===== src/rtl/pixel_stream_sequencer.sv =====
// -----------------------------------------------------------------------------
// pixel_stream_sequencer
//
// Frame-level master for the chromatic-adaptation pixel path. On start it walks
// the source frame memory, buffers the returned RGB888 words in a small FIFO,
// offers them to the image processor over a valid/ready handshake, and writes
// every compensated pixel that comes back (valid-only, no backpressure) to the
// destination frame memory at consecutive addresses.
//
// Optional feature (compile-time macro):
//   PSS_CHECKSUM_EN  - when defined, checksum is a 16-bit wrapping sum of
//                      R+G+B of every written pixel, cleared when a start is
//                      accepted. When undefined checksum is tied to zero.
//
// Parameters
//   ADDR_W        word address width of both memory ports and of pixel_count
//   FIFO_DEPTH    read-data buffer entries (power of 2, >= 2)
//   MAX_INFLIGHT  max pixels accepted by the processor but not yet returned
//
// Ports
//   clk, rst_n             clock, asynchronous active-low reset
//   start                  one-cycle start request, honoured only when idle
//   src_base, dst_base     first source / destination address (latched on start)
//   pixel_count            pixels in the frame (latched on start)
//   rd_en, rd_addr         source read strobe / address
//   rd_data                source data, valid one cycle after rd_en
//   pix_rgb, pix_valid     pixel offered to the processor
//   pix_ready              processor accepts the offered pixel
//   proc_rgb, proc_valid   compensated pixel returned by the processor
//   wr_en, wr_addr, wr_data destination write port
//   busy                   frame in progress (RUN and FINISH)
//   done                   one-cycle end-of-frame pulse
//   error                  sticky: proc_valid with nothing in flight
//   checksum               frame checksum (see PSS_CHECKSUM_EN)
// -----------------------------------------------------------------------------
module pixel_stream_sequencer #(
    parameter int ADDR_W       = 18,
    parameter int FIFO_DEPTH   = 4,
    parameter int MAX_INFLIGHT = 8
) (
    input  logic              clk,
    input  logic              rst_n,
    input  logic              start,
    input  logic [ADDR_W-1:0] src_base,
    input  logic [ADDR_W-1:0] dst_base,
    input  logic [ADDR_W-1:0] pixel_count,
    output logic              rd_en,
    output logic [ADDR_W-1:0] rd_addr,
    input  logic [23:0]       rd_data,
    output logic [23:0]       pix_rgb,
    output logic              pix_valid,
    input  logic              pix_ready,
    input  logic [23:0]       proc_rgb,
    input  logic              proc_valid,
    output logic              wr_en,
    output logic [ADDR_W-1:0] wr_addr,
    output logic [23:0]       wr_data,
    output logic              busy,
    output logic              done,
    output logic              error,
    output logic [15:0]       checksum
);

    localparam int PTR_W = $clog2(FIFO_DEPTH);
    localparam int OCC_W = $clog2(FIFO_DEPTH + 1);
    localparam int INF_W = $clog2(MAX_INFLIGHT + 1);

    typedef enum logic [1:0] {
        S_IDLE   = 2'd0,
        S_RUN    = 2'd1,
        S_FINISH = 2'd2
    } state_t;

    state_t            state_q,       state_d;
    logic [ADDR_W-1:0] src_base_q,    src_base_d;
    logic [ADDR_W-1:0] dst_base_q,    dst_base_d;
    logic [ADDR_W-1:0] count_q,       count_d;
    logic [ADDR_W-1:0] rd_issued_q,   rd_issued_d;
    logic [ADDR_W-1:0] wr_count_q,    wr_count_d;
    logic              rd_pend_q,     rd_pend_d;
    logic [PTR_W-1:0]  fifo_wr_ptr_q, fifo_wr_ptr_d;
    logic [PTR_W-1:0]  fifo_rd_ptr_q, fifo_rd_ptr_d;
    logic [OCC_W-1:0]  fifo_occ_q,    fifo_occ_d;
    logic [INF_W-1:0]  inflight_q,    inflight_d;
    logic              wr_en_q,       wr_en_d;
    logic [ADDR_W-1:0] wr_addr_q,     wr_addr_d;
    logic [23:0]       wr_data_q,     wr_data_d;
    logic              error_q,       error_d;

    // Read-data buffer storage; no reset needed because occupancy gates use.
    logic [23:0]       fifo_mem [FIFO_DEPTH];

    logic              is_run;
    logic              start_accept;
    logic              fifo_empty;
    logic              fifo_push;
    logic              fifo_pop;
    logic [OCC_W:0]    fill_level;
    logic              rd_en_int;
    logic              pix_valid_int;
    logic              issue;
    logic              ret_ok;
    logic              spurious;

    // ------------------------------------------------------------------
    // Datapath qualifiers
    // ------------------------------------------------------------------
    always_comb begin
        is_run        = (state_q == S_RUN);
        start_accept  = (state_q == S_IDLE) && start;
        fifo_empty    = (fifo_occ_q == '0);
        // Reads already issued but not yet landed must be counted as
        // occupied, otherwise the returning word could overflow the FIFO.
        fill_level    = {1'b0, fifo_occ_q} + {{OCC_W{1'b0}}, rd_pend_q};
        rd_en_int     = is_run && (rd_issued_q < count_q) &&
                        (fill_level < (OCC_W+1)'(FIFO_DEPTH));
        pix_valid_int = !fifo_empty && (inflight_q < INF_W'(MAX_INFLIGHT));
        issue         = pix_valid_int && pix_ready;
        // A returned pixel is only legitimate if something is outstanding.
        ret_ok        = proc_valid && is_run && (inflight_q != '0);
        spurious      = proc_valid && !ret_ok;
        fifo_push     = rd_pend_q;
        fifo_pop      = issue;
    end

    // ------------------------------------------------------------------
    // Next-state and register-input logic
    // ------------------------------------------------------------------
    always_comb begin
        state_d       = state_q;
        src_base_d    = src_base_q;
        dst_base_d    = dst_base_q;
        count_d       = count_q;
        rd_issued_d   = rd_issued_q;
        wr_count_d    = wr_count_q;
        rd_pend_d     = rd_en_int;
        fifo_wr_ptr_d = fifo_wr_ptr_q;
        fifo_rd_ptr_d = fifo_rd_ptr_q;
        fifo_occ_d    = fifo_occ_q;
        inflight_d    = inflight_q;
        wr_en_d       = ret_ok;
        wr_addr_d     = wr_addr_q;
        wr_data_d     = wr_data_q;
        error_d       = error_q;

        if (rd_en_int) begin
            rd_issued_d = rd_issued_q + ADDR_W'(1);
        end

        if (fifo_push) begin
            fifo_wr_ptr_d = fifo_wr_ptr_q + PTR_W'(1);
        end
        if (fifo_pop) begin
            fifo_rd_ptr_d = fifo_rd_ptr_q + PTR_W'(1);
        end
        case ({fifo_push, fifo_pop})
            2'b10:   fifo_occ_d = fifo_occ_q + OCC_W'(1);
            2'b01:   fifo_occ_d = fifo_occ_q - OCC_W'(1);
            default: fifo_occ_d = fifo_occ_q;
        endcase

        case ({issue, ret_ok})
            2'b10:   inflight_d = inflight_q + INF_W'(1);
            2'b01:   inflight_d = inflight_q - INF_W'(1);
            default: inflight_d = inflight_q;
        endcase

        // Writeback address is taken from the pre-increment write count so
        // the n-th returned pixel lands at dst_base + n.
        if (ret_ok) begin
            wr_addr_d  = dst_base_q + wr_count_q;
            wr_data_d  = proc_rgb;
            wr_count_d = wr_count_q + ADDR_W'(1);
        end

        if (spurious) begin
            error_d = 1'b1;
        end

        case (state_q)
            S_IDLE: begin
                if (start) begin
                    src_base_d    = src_base;
                    dst_base_d    = dst_base;
                    count_d       = pixel_count;
                    rd_issued_d   = '0;
                    wr_count_d    = '0;
                    rd_pend_d     = 1'b0;
                    fifo_wr_ptr_d = '0;
                    fifo_rd_ptr_d = '0;
                    fifo_occ_d    = '0;
                    inflight_d    = '0;
                    state_d       = (pixel_count == '0) ? S_FINISH : S_RUN;
                end
            end
            S_RUN: begin
                // wr_count_q already includes the write being driven now.
                if (wr_en_q && (wr_count_q == count_q)) begin
                    state_d = S_FINISH;
                end
            end
            S_FINISH: begin
                state_d = S_IDLE;
            end
            default: begin
                state_d = S_IDLE;
            end
        endcase
    end

    // ------------------------------------------------------------------
    // State registers
    // ------------------------------------------------------------------
    always_ff @(posedge clk or negedge rst_n) begin
        if (!rst_n) begin
            state_q       <= S_IDLE;
            src_base_q    <= '0;
            dst_base_q    <= '0;
            count_q       <= '0;
            rd_issued_q   <= '0;
            wr_count_q    <= '0;
            rd_pend_q     <= 1'b0;
            fifo_wr_ptr_q <= '0;
            fifo_rd_ptr_q <= '0;
            fifo_occ_q    <= '0;
            inflight_q    <= '0;
            wr_en_q       <= 1'b0;
            wr_addr_q     <= '0;
            wr_data_q     <= '0;
            error_q       <= 1'b0;
        end else begin
            state_q       <= state_d;
            src_base_q    <= src_base_d;
            dst_base_q    <= dst_base_d;
            count_q       <= count_d;
            rd_issued_q   <= rd_issued_d;
            wr_count_q    <= wr_count_d;
            rd_pend_q     <= rd_pend_d;
            fifo_wr_ptr_q <= fifo_wr_ptr_d;
            fifo_rd_ptr_q <= fifo_rd_ptr_d;
            fifo_occ_q    <= fifo_occ_d;
            inflight_q    <= inflight_d;
            wr_en_q       <= wr_en_d;
            wr_addr_q     <= wr_addr_d;
            wr_data_q     <= wr_data_d;
            error_q       <= error_d;
        end
    end

    always_ff @(posedge clk) begin
        if (fifo_push) begin
            fifo_mem[fifo_wr_ptr_q] <= rd_data;
        end
    end

`ifdef PSS_CHECKSUM_EN
    logic [15:0] csum_q, csum_d;

    always_comb begin
        csum_d = csum_q;
        if (start_accept) begin
            csum_d = '0;
        end else if (wr_en_q) begin
            csum_d = csum_q + 16'(wr_data_q[23:16]) + 16'(wr_data_q[15:8])
                            + 16'(wr_data_q[7:0]);
        end
    end

    always_ff @(posedge clk or negedge rst_n) begin
        if (!rst_n) begin
            csum_q <= '0;
        end else begin
            csum_q <= csum_d;
        end
    end

    assign checksum = csum_q;
`else
    assign checksum = 16'h0000;
`endif

    // ------------------------------------------------------------------
    // Outputs
    // ------------------------------------------------------------------
    assign rd_en     = rd_en_int;
    assign rd_addr   = src_base_q + rd_issued_q;
    assign pix_valid = pix_valid_int;
    // Masked when not valid so the bus reads zero after reset.
    assign pix_rgb   = pix_valid_int ? fifo_mem[fifo_rd_ptr_q] : 24'h0;
    assign wr_en     = wr_en_q;
    assign wr_addr   = wr_addr_q;
    assign wr_data   = wr_data_q;
    assign busy      = (state_q != S_IDLE);
    assign done      = (state_q == S_FINISH);
    assign error     = error_q;

endmodule


===== config.mk =====
export PLATFORM = sky130hd
export DESIGN_NAME = pixel_stream_sequencer
export DESIGN_NICKNAME = d
export VERILOG_FILES = /design/src/rtl/pixel_stream_sequencer.sv
export SDC_FILE = /design/constraint.sdc
export NUM_CORES = 1
export LEC_CHECK = 0
export ABC_AREA = 1
export CAP_MARGIN = 20
export CELL_PAD_IN_SITES_DETAIL_PLACEMENT = 1
export CELL_PAD_IN_SITES_GLOBAL_PLACEMENT = 2
export CORE_ASPECT_RATIO = 1.2
export CORE_MARGIN = 3
export CORE_UTILIZATION = 35
export DETAILED_ROUTE_END_ITERATION = 7
export GPL_TIMING_DRIVEN = 0
export PLACE_DENSITY = 0.92
export SLEW_MARGIN = 20
export SYNTH_ARGS = -nofsm -noshare
export SYNTH_HDL_FRONTEND = slang
export SYNTH_SLANG_ARGS = --single-unit
export TNS_END_PERCENT = 30

===== constraint.sdc =====
create_clock -name clk -period 3.8 [get_ports clk]
set_input_delay 0.38 -clock clk [delete_from_list [all_inputs] [get_ports clk]]
set_output_delay 0.38 -clock clk [all_outputs]
set_load 0.005 [all_outputs]

==> impl_metrics.yaml, run 1 <==
outcome:
  status: "complete, no violations"
power:
  power_leakage_nw: 7.37
  cellPowerDensity_nw_per_um2: 729
  vdd_ir_drop_max_uv: 374
yosys:
  yosysTopAreaCellShare_pct: 28.8
  ys_types: 47
  ys.flop_type: "dfrtp_1"
  synth_edf_count: 96
  mappedNetlistArea_um2: 12900
  ys_seq_elements: 244
  synth_common_cells: "nand2_1, nor2_1, dfrtp_1, inv_1, o21ai_0"
  synth.avg_cell_area_um2: 8.51
  async_flop_share_pct: 60.7
  ys_seq_area_share_pct: 51.2
  synth_area_leaders: "dfrtp_1, edfxtp_1, nand2_1, ha_1, nor2_1"
  yosysMostFrequentCell: "nand2_1"
  synth_warnings: 0
  yosysTopAreaCell: "dfrtp_1"
  netlist_instances: 1513
setup_path:
  cp-start-kind: "register"
  cp.required_ps: 3420
  worstSetupEndpointType: "output port"
  critPathMaxFanout: 5
  cp.arrival_ps: 3090
  path_class: "register to output port"
drt:
  ant_nets: 0
  wl_mm: 39.7
  via_per_inst: 4.95
  first_pass_iters: 7
  drc: 0
  drt_iter0_drc: 489
  detail_route.wl_per_cell_um: 17.7
  num_vias: 11100
global_routing:
  grt_pass1_vias: 11900
  grt_remaining_overflow: 0
  antenna_found_initial: 0
  grt_pass1_wl_mm: 63.3
  track_usage_pct: 20.0
  grt_max_degree: 77
clock_network:
  clk_pin_slew_worst_paths_ps: 60
  cts-root-buf: "clkbuf_16"
  clock_latency_ps: 550
  ctsHoldBuffers: 1
  post-cts-setup-buffer-count: 0
  htree_num_levels: 1
  cts_resized: 0
  clock_sinks: 244
  cts.path.max_buffers: 3
  cts_tree: "built"
  numCtsBuffers: 27
floorplan:
  core_area_um2: 36100
  io_pins: 213
  dieArea_um2: 39100
  die_w_um: 181
  die_h_um: 216
  std_cell_rows: 76
  start_util_pct: 35.6
timing:
  rsz0062_at_grt: "no"
  min_period_ps: 3470
  fmaxAchievable_ghz: 0.288
  fin_worst_skew_ps: 11.7
  tightest_slew_ps: 1020
  max_slew_margin_pct: 31.3
  finalHoldViolCount: 0
  setup_tns_ps: 0
  setup_viol: 0
  maxSlewViolCount: 0
  layout_worst_path_cycle_share_pct: 91.4
layout:
  antenna_cells: 0
  final_nets: 1929
  postLayoutCoreUtil_pct: 45.7
  fillCellCount: 4261
  multi_input_area_um2: 5490
  seq_area_um2: 6590
  area_delta_synth_final_pct: 28.4
  layout-drive-gt1-share_pct: 5.96
flow_run:
  maxCapViolCount: 0
place:
  gp_congestion: 0.837
  io_buffer_count: 196
  dpl.hpwl_mm: 29.8
hold_path:
  hold_class: "primary input to register"
==> cell families (layout without fill, tap and decap cells) <==
kind of cell | after synthesis | count (layout) | share of synthesized area [%]
mux | 1 | 1 | 0.0778
other cells | 1 | 16 | 0.0291
flops | 244 | 244 | 51.2
fa+ha+maj | 65 | 65 | 6.55
xor+xnor | 40 | 40 | 2.72
simple gates | 724 | 724 | 23.1
compound gates | 237 | 237 | 9.73
buf+inv | 201 | 451 | 6.62
==> critical path, cell delays in order, from the launching register on <==
cell and delay (ps):
dfrtp_1 430, ha_1 210, inv_1 80, fa_1 460
nor3_1 220, nor2_1 110, o21ai_1 220, nand3_1 140
nand2_1 80, nand2_1 50, nand2_1 50, clkdlybuf4s50_1 500
==> cell type report <==
class / count / area share, %
Buffer: 62 / 1.99
Clock buffer: 33 / 4.35
Clock inverter: 17 / 1.51
Inverter: 139 / 3.16
Multi-Input combinational cell: 1083 / 33.2
Sequential cell: 244 / 39.9
Tap cell: 468 / 3.54
Timing Repair Buffer: 200 / 12.4
==> layout by cell type (no fill, tap or decap), types with 28 or more instances in the layout <==
| cell | netlist | layout |
|---|---|---|
| a21oi_1 | 91 | 91 |
| ha_1 | 61 | 61 |
| nand2_1 | 416 | 416 |
| dfrtp_1 | 148 | 148 |
| nor2_1 | 198 | 198 |
| o21ai_0 | 119 | 119 |
| clkdlybuf4s50_1 | 0 | 195 |
| nand3_1 | 51 | 51 |
| clkbuf_1 | 24 | 28 |
| inv_1 | 132 | 129 |
| edfxtp_1 | 96 | 96 |
==> path summary, 6_finish.rpt <==
check	end	start	depth (start not counted)	slack, ps
hold reg to reg	wr_data[19]	wr_data[19]	2	480
setup / recovery	rd_addr[16]	rd_issued_q[0]	11	330
max in group asynchronous	wr_data[13]	rst_n	3	2610
hold / removal	dst_base_q[17]	dst_base[17]	3	360
min in group asynchronous	count_q[15]	rst_n	2	410
setup reg to reg	inflight_q[3]	fifo_occ_q[0]	11	750
==> where the power goes <==
group / total (mW) / switching [mW] / internal (mW)
Clock: 2.85 / 1.10 / 1.75
Sequential: 4.11 / 0.570 / 3.54
Combinational: 5.09 / 2.86 / 2.23
==> state kept, by name, summed over array words and instances (netlist names) <==
signal and flops:
wr_data 24, src_base_q 18, wr_en 1, state_q 2, fifo_rd_ptr_q 2, fifo_occ_q 3, fifo_wr_ptr_q 2, fifo_mem 96
rd_issued_q 18, dst_base_q 18, fifo_push 1, wr_count_q 18, count_q 18, inflight_q 4, wr_addr 18, error 1
==> metal layers <==
layer | track usage (%) | up-vias | routed length [um]
li1 | - | 5393 | -
met1 | 24.5 | 5439 | 16600
met2 | 37.4 | 227 | 20600
met3 | 2.25 | 48 | 1610
met4 | 5.23 | 0 | 858
met5 | 0 | - | 0
==> stage by stage <==
step	setup WS [ps]	std cells	hold slack, ps	area (um2)	power [mW]
floorplan	1560	1528	84.4	12900	6.83
global placement	-4140	2192	462	15500	9.03
detailed placement	524	2194	423	15500	9.25
CTS	249	2245	337	16500	12.2
global route	110	2246	362	16500	13.0
finish	329	2246	364	16500	12.0
Power figures use the tool's default switching activity.
==> run 2: changes to the inputs <==
--- a/config.mk
+++ b/config.mk
@@ -11,10 +11,11 @@
 export CELL_PAD_IN_SITES_GLOBAL_PLACEMENT = 2
 export CORE_ASPECT_RATIO = 1.2
 export CORE_MARGIN = 3
-export CORE_UTILIZATION = 35
+export CORE_UTILIZATION = 41
 export DETAILED_ROUTE_END_ITERATION = 7
+export DONT_BUFFER_PORTS = 1
 export GPL_TIMING_DRIVEN = 0
-export PLACE_DENSITY = 0.92
+export PLACE_DENSITY = 0.91
 export SLEW_MARGIN = 20
 export SYNTH_ARGS = -nofsm -noshare
 export SYNTH_HDL_FRONTEND = slang
==> run 2 against run 1 <==
  * Clock-buffer cell count shrank 4
  * Via count is 2.5% lower
  * Sequential cell count stayed put
  * Combinational power shrank 21%
  * Non-clock buffer count decreased by 101
  * Final cell count fell by 7.6%
  * Register-to-register slack improved by 90 ps
  * Final area fell by 7.2%
  * First-iteration DRC count is 15% lower
  * Sequential share of layout area rose by 3.1 points
  * Worst setup slack improved by 480 ps
  * Utilization grew 4.1 points
  * Largest power group is now sequential cells
==> impl_metrics.yaml, run 2 (synthesis results as in run 1) <==
outcome:
  status: "complete, no violations"
power:
  p_clk_share_pct: 24.4
  switching_share_pct: 40.7
  p_int_mw: 6.45
  p_switching_mw: 4.43
  vdd_ir_drop_max_uv: 472
  power_leakage_nw: 6.97
  cellPowerDensity_nw_per_um2: 709
  comb_power_share_pct: 37.1
  p_seq_share_pct: 38.5
timing:
  fmaxAchievable_ghz: 0.334
  layout_worst_path_cycle_share_pct: 78.8
  tightest_slew_ps: 1050
  max_slew_margin_pct: 29.6
  fin_worst_skew_ps: 15.4
  min_period_ps: 3000
  maxSlewViolCount: 0
  rsz0062_at_grt: "no"
  setup_tns_ps: 0
  finalHoldViolCount: 0
  setup_viol: 0
clock_network:
  cts_tree: "built"
  clk_pin_slew_worst_paths_ps: 60
  clock_latency_ps: 550
  cts-root-buf: "clkbuf_16"
  numCtsBuffers: 27
  cts_resized: 0
  cts.path.max_buffers: 3
  clock_sinks: 244
  htree_num_levels: 1
setup_path:
  cp_slowest_cell: "fa_1"
  cp.required_ps: 3420
  critPathMaxFanout: 5
  max_stage_delay_ps: 450
  cp.arrival_ps: 2620
  ff2ff_path_depth: 14
  path_class: "register to output port"
  cp_top_family: "simple AND/OR/NAND/NOR gates"
  timing.critical_path.buf_inv: 1
  cp_common_cell: "nand2_1"
  cp-start-kind: "register"
  cp.depth: 10
  worstSetupEndpointType: "output port"
  path_cells: "ha_1 > inv_1 > fa_1 > nor3_1 > nor2_1 > o21ai_1 > nand3_1 > nand2_1 > nand2_1 > nand2_1"
drt:
  ant_nets: 0
  num_vias: 10800
  wl_mm: 39.6
  first_pass_iters: 4
  via_per_inst: 5.22
  drc: 0
  drt_iter0_drc: 417
  detail_route.wl_per_cell_um: 19.1
layout:
  layout_common_cells: "nand2_1, nor2_1, dfrtp_1"
  area_delta_synth_final_pct: 19.2
  final_cells: 2075
  layout-drive-gt1-share_pct: 6.02
  final_nets: 1828
  final_common_cell: "nand2_1"
  largest_reg_flops: 96
  regMostFlops: "fifo_mem"
floorplan:
  dieArea_um2: 33600
  die_h_um: 200
  die_w_um: 168
  core_area_um2: 30700
  io_pins: 213
  start_util_pct: 41.9
  std_cell_rows: 70
place:
  gp_congestion: 0.839
  io_buffer_count: 0
  dpl.hpwl_mm: 27.8
  post-place-cells: 1924
global_routing:
  track_usage_pct: 23.2
  grt_remaining_overflow: 0
  antenna_found_initial: 0
  grt_pass1_vias: 11700
  grt_pass1_wl_mm: 62.4
  grt_max_degree: 149
hold_path:
  hold_class: "primary input to register"
  hold_depth: 2
flow_run:
  maxCapViolCount: 0
-- run 2: cell types whose count changed in the layout (fill, tap and decap cells not counted), sizes merged --
| cell | before | now |
|---|---|---|
| dlygate4sd3 | 1 | 98 |
| clkinvlp | 3 | 2 |
| clkdlybuf4s50 | 195 | 0 |
| clkinv | 12 | 18 |
| bufinv | 6 | 3 |
| clkbuf | 57 | 53 |
| buf | 42 | 39 |
| diode | 0 | 2 |
| inv | 135 | 137 |
-- run 2: metrics by stage --
step                hold slack (ps)  instance area [um2]  utilization (%)  total power [mW]  setup slack [ps]
floorplan                      84.4                12900                -              6.83              1560
global placement               96.4                13400             43.7              7.90               932
detailed placement             94.8                13400             43.7              8.10               825
CTS                            3.17                15300             49.9              11.0               721
global route                   7.61                15300             49.9              11.7               467
finish                         16.7                15300             49.9              10.9               804
-- run 2: area by class of cell --
class | instances | area [um2]
tap | 396 | 495
timing repair buffer | 99 | 1010
clock buffer | 29 | 683
inverter | 139 | 523
antenna | 2 | 5.00
buffer | 62 | 329
multi-input combinational | 1083 | 5490
sequential | 244 | 6590
fill | 3635 | 15400
clock inverter | 21 | 216
-- run 2: path summary, 6_finish.rpt --
kind | start | endpoint | slack (ps)
max | rd_issued_q[0] | rd_addr[16] | 800
min | pixel_count[14] | count_q[14] | 20
max reg2reg | state_q[1] | inflight_q[3] | 840
min reg2reg | dst_base_q[3] | dst_base_q[3] | 490
max in group asynchronous | rst_n | count_q[4] | 2620
min in group asynchronous | rst_n | rd_issued_q[5] | 490
-- run 2: what timing repair did --
| item | CTS | global route |
|---|---|---|
| endpoints found under the hold margin | 318 | 0 |
| hold buffers | 99 | 0 |
| buffers inserted | 0 | 0 |
-- run 2: power by group through the flow --
stage          Combinational [mW]  Clock (mW)  Sequential [mW]
3_3_place_gp                 3.71           0             4.19
2_1_floorplan                2.86           0             3.97
4_1_cts                      4.06        2.73             4.19
5_1_grt                      4.62        2.84             4.27
3_5_place_dp                 3.87           0             4.23
6_report                     4.03        2.66             4.18
-- run 2: routing by layer --
| metal | track usage [%] | share of wire [%] | vias to the layer above |
|---|---|---|---|
| li1 | - | - | 5207 |
| met4 | 6.27 | 2.3 | 0 |
| met5 | 0 | 0 | - |
| met3 | 3.51 | 4.5 | 49 |
| met2 | 43.4 | 52 | 229 |
| met1 | 27.9 | 42 | 5343 |
==> run 3: changes to the inputs <==
--- a/config.mk
+++ b/config.mk
@@ -11,11 +11,11 @@
 export CELL_PAD_IN_SITES_GLOBAL_PLACEMENT = 2
 export CORE_ASPECT_RATIO = 1.2
 export CORE_MARGIN = 3
-export CORE_UTILIZATION = 41
+export CORE_UTILIZATION = 38
 export DETAILED_ROUTE_END_ITERATION = 7
 export DONT_BUFFER_PORTS = 1
 export GPL_TIMING_DRIVEN = 0
-export PLACE_DENSITY = 0.91
+export PLACE_DENSITY = 0.85
 export SLEW_MARGIN = 20
 export SYNTH_ARGS = -nofsm -noshare
 export SYNTH_HDL_FRONTEND = slang
==> constraint.sdc (replaced) <==
create_clock -name clk -period 3 [get_ports clk]
set_input_delay 0.3 -clock clk [delete_from_list [all_inputs] [get_ports clk]]
set_output_delay 0.3 -clock clk [all_outputs]
set_load 0.005 [all_outputs]
==> run 3 against run 2 <==
  * The flow now finishes with violations (hold timing)
  * Worst hold slack worse by 580 ps
  * Worst setup slack got worse by 610 ps
  * Clock-buffer cell count increased by 1
  * Wire length about the same
  * Register-to-register slack worse by 640 ps
  * Sequential cell count stayed put
  * First-iteration DRC count shrank 3.8%
  * Global-route usage down 1.5 points
  * Critical endpoint is now pix_rgb[19]
  * Largest cell class unchanged
  * Highest routed layer unchanged
==> impl_metrics.yaml, run 3 (synthesis results as in run 1) <==
layout:
  final_common_cell: "nand2_1"
  final_cells: 2134
  final_nets: 1835
  fillCellCount: 3953
  layout_common_cells: "nand2_1, nor2_1, dfrtp_1"
  area_delta_synth_final_pct: 20.8
  regMostFlops: "fifo_mem"
  antenna_cells: 0
  largest_reg_flops: 96
  layout-drive-gt1-share_pct: 6.71
setup_path:
  cp-start-kind: "register"
  cp.required_ps: 2700
  ff2ff_path_depth: 14
  endpoint: "pix_rgb[19]"
  worstSetupEndpointType: "output port"
  worstSetupStartpoint: "fifo_rd_ptr_q[0]"
  path_class: "register to output port"
  r2r-start: "state_q[1]"
  cp.arrival_ps: 2510
  critPathMaxFanout: 10
  r2r_end: "inflight_q[3]"
  rrSetupSlack_ps: 200
global_routing:
  grt_remaining_overflow: 0
  use_met1_pct: 26.5
  grt_pass1_wl_mm: 63.4
  grtUsageMet3_pct: 4.10
  track_usage_pct: 21.7
  grt_pass1_vias: 11700
  grt_max_degree: 149
  grt_most_used_layer: "met2"
  antenna_found_initial: 0
  grtUsageMet2_pct: 39.3
drt:
  first_pass_iters: 5
  drt_iter0_drc: 401
  ant_nets: 0
  drc: 0
  num_vias: 10800
  wl_mm: 39.6
  via_per_inst: 5.04
  detail_route.wl_per_cell_um: 18.6
place:
  post-place-cells: 1978
  dpl.hpwl_mm: 28.2
  gp_congestion: 0.838
  dp_slack_ps: 79.8
  io_buffer_count: 0
outcome:
  status: "complete, but fails checks"
  violations: "hold timing"
clock_network:
  cts.path.max_buffers: 3
  htree_num_levels: 1
  ctsHoldBuffers: 104
  clock_latency_ps: 570
  post-cts-setup-buffer-count: 0
  clk_pin_slew_worst_paths_ps: 60
  numCtsBuffers: 27
  cts_tree: "built"
  cts-root-buf: "clkbuf_16"
  clock_sinks: 244
floorplan:
  dieArea_um2: 36100
  io_pins: 213
  die_w_um: 174
  std_cell_rows: 73
  die_h_um: 208
  core_area_um2: 33200
  start_util_pct: 38.7
flow_run:
  maxCapViolCount: 0
power:
  vdd_ir_drop_max_uv: 528
  power_leakage_nw: 7.02
  cellPowerDensity_nw_per_um2: 896
timing:
  setup_tns_ps: 0
  finalHoldViolCount: 148
  maxSlewViolCount: 0
  fin_worst_skew_ps: 16.2
  holdWs_ps: -568
  setup_slack_ps: 194
  layout_worst_path_cycle_share_pct: 93.5
  fmaxAchievable_ghz: 0.356
  max_slew_margin_pct: 46.7
  tightest_slew_ps: 799
  setup_viol: 0
  min_period_ps: 2810
hold_path:
  hold_class: "primary input to asynchronous set/reset pin"
-- run 3: cell types whose count changed in the layout (fill, tap and decap cells not counted), moves of 2 or more --
| cell | delta |
|---|---|
| diode_2 | -2 |
| dfrtp_2 | +2 |
| o21ai_0 | -2 |
| dfrtp_1 | -2 |
| dlygate4sd3_1 | +6 |
| clkinv_4 | -2 |
| clkinv_2 | +2 |
| clkinvlp_4 | +3 |
| clkinv_1 | -5 |
-- run 3: repair_timing --
| action | 4_1_cts | 5_1_grt |
|---|---|---|
| gates resized for setup | 1 | 10 |
| endpoints found under the hold margin | 325 | 148 |
| endpoints found under the setup margin | 1 | 7 |
-- run 3: where the power goes --
part / internal (mW) / total, mW / leakage (nW) / switching (mW)
registers: 4.48 / 5.30 / 2.73 / 0.814
clock network: 2.04 / 3.51 / 0.448 / 1.47
logic: 1.79 / 5.12 / 3.85 / 3.33
-- run 3: critical path: stages, from the launching register on --
cell and delay [ps]:
dfrtp_1 370, clkbuf_1 150, inv_1 130, clkbuf_1 440, buf_2 360, o21ai_0 150, a21oi_1 330
-- run 3: final cells by class --
| type | count | area [um2] | share of cell area [%] |
|---|---|---|---|
| clock inverters | 20 | 238 | 1.53 |
| inverters | 139 | 523 | 3.37 |
| plain buffers | 62 | 332 | 2.13 |
| multi-input cells | 1083 | 5520 | 35.5 |
| clock buffers | 30 | 697 | 4.48 |
| well taps | 450 | 563 | 3.62 |
| flip-flops and latches | 244 | 6590 | 42.4 |
| repair buffers | 106 | 1080 | 6.97 |
-- run 3: worst min path at each step --
stage,from,endpoint,slack [ps],cells past startpoint
3_5_place_dp,rst_n,wr_addr[12],10,0
3_3_place_gp,rst_n,wr_addr[12],10,0
6_report,rst_n,wr_addr[14],-570,0
2_1_floorplan,rst_n,count_q[0],4,0
4_1_cts,rst_n,wr_addr[2],-590,0
5_1_grt,rst_n,wr_addr[12],-600,0
-- run 3: per-stage QoR --
step	utilization [%]	area (um2)	total power, mW
after global routing	46.7	15500	15.0
after floorplan	-	12900	8.65
after global placement	40.6	13500	10.1
after CTS	46.5	15500	14.0
final	46.7	15500	13.9
after detailed placement	40.6	13500	10.3
-- run 3: routing by layer --
layer,up-vias,routed length (um)
met5,-,0
met4,0,845
met3,53,2130
met2,250,20100
met1,5235,16500
li1,5214,-
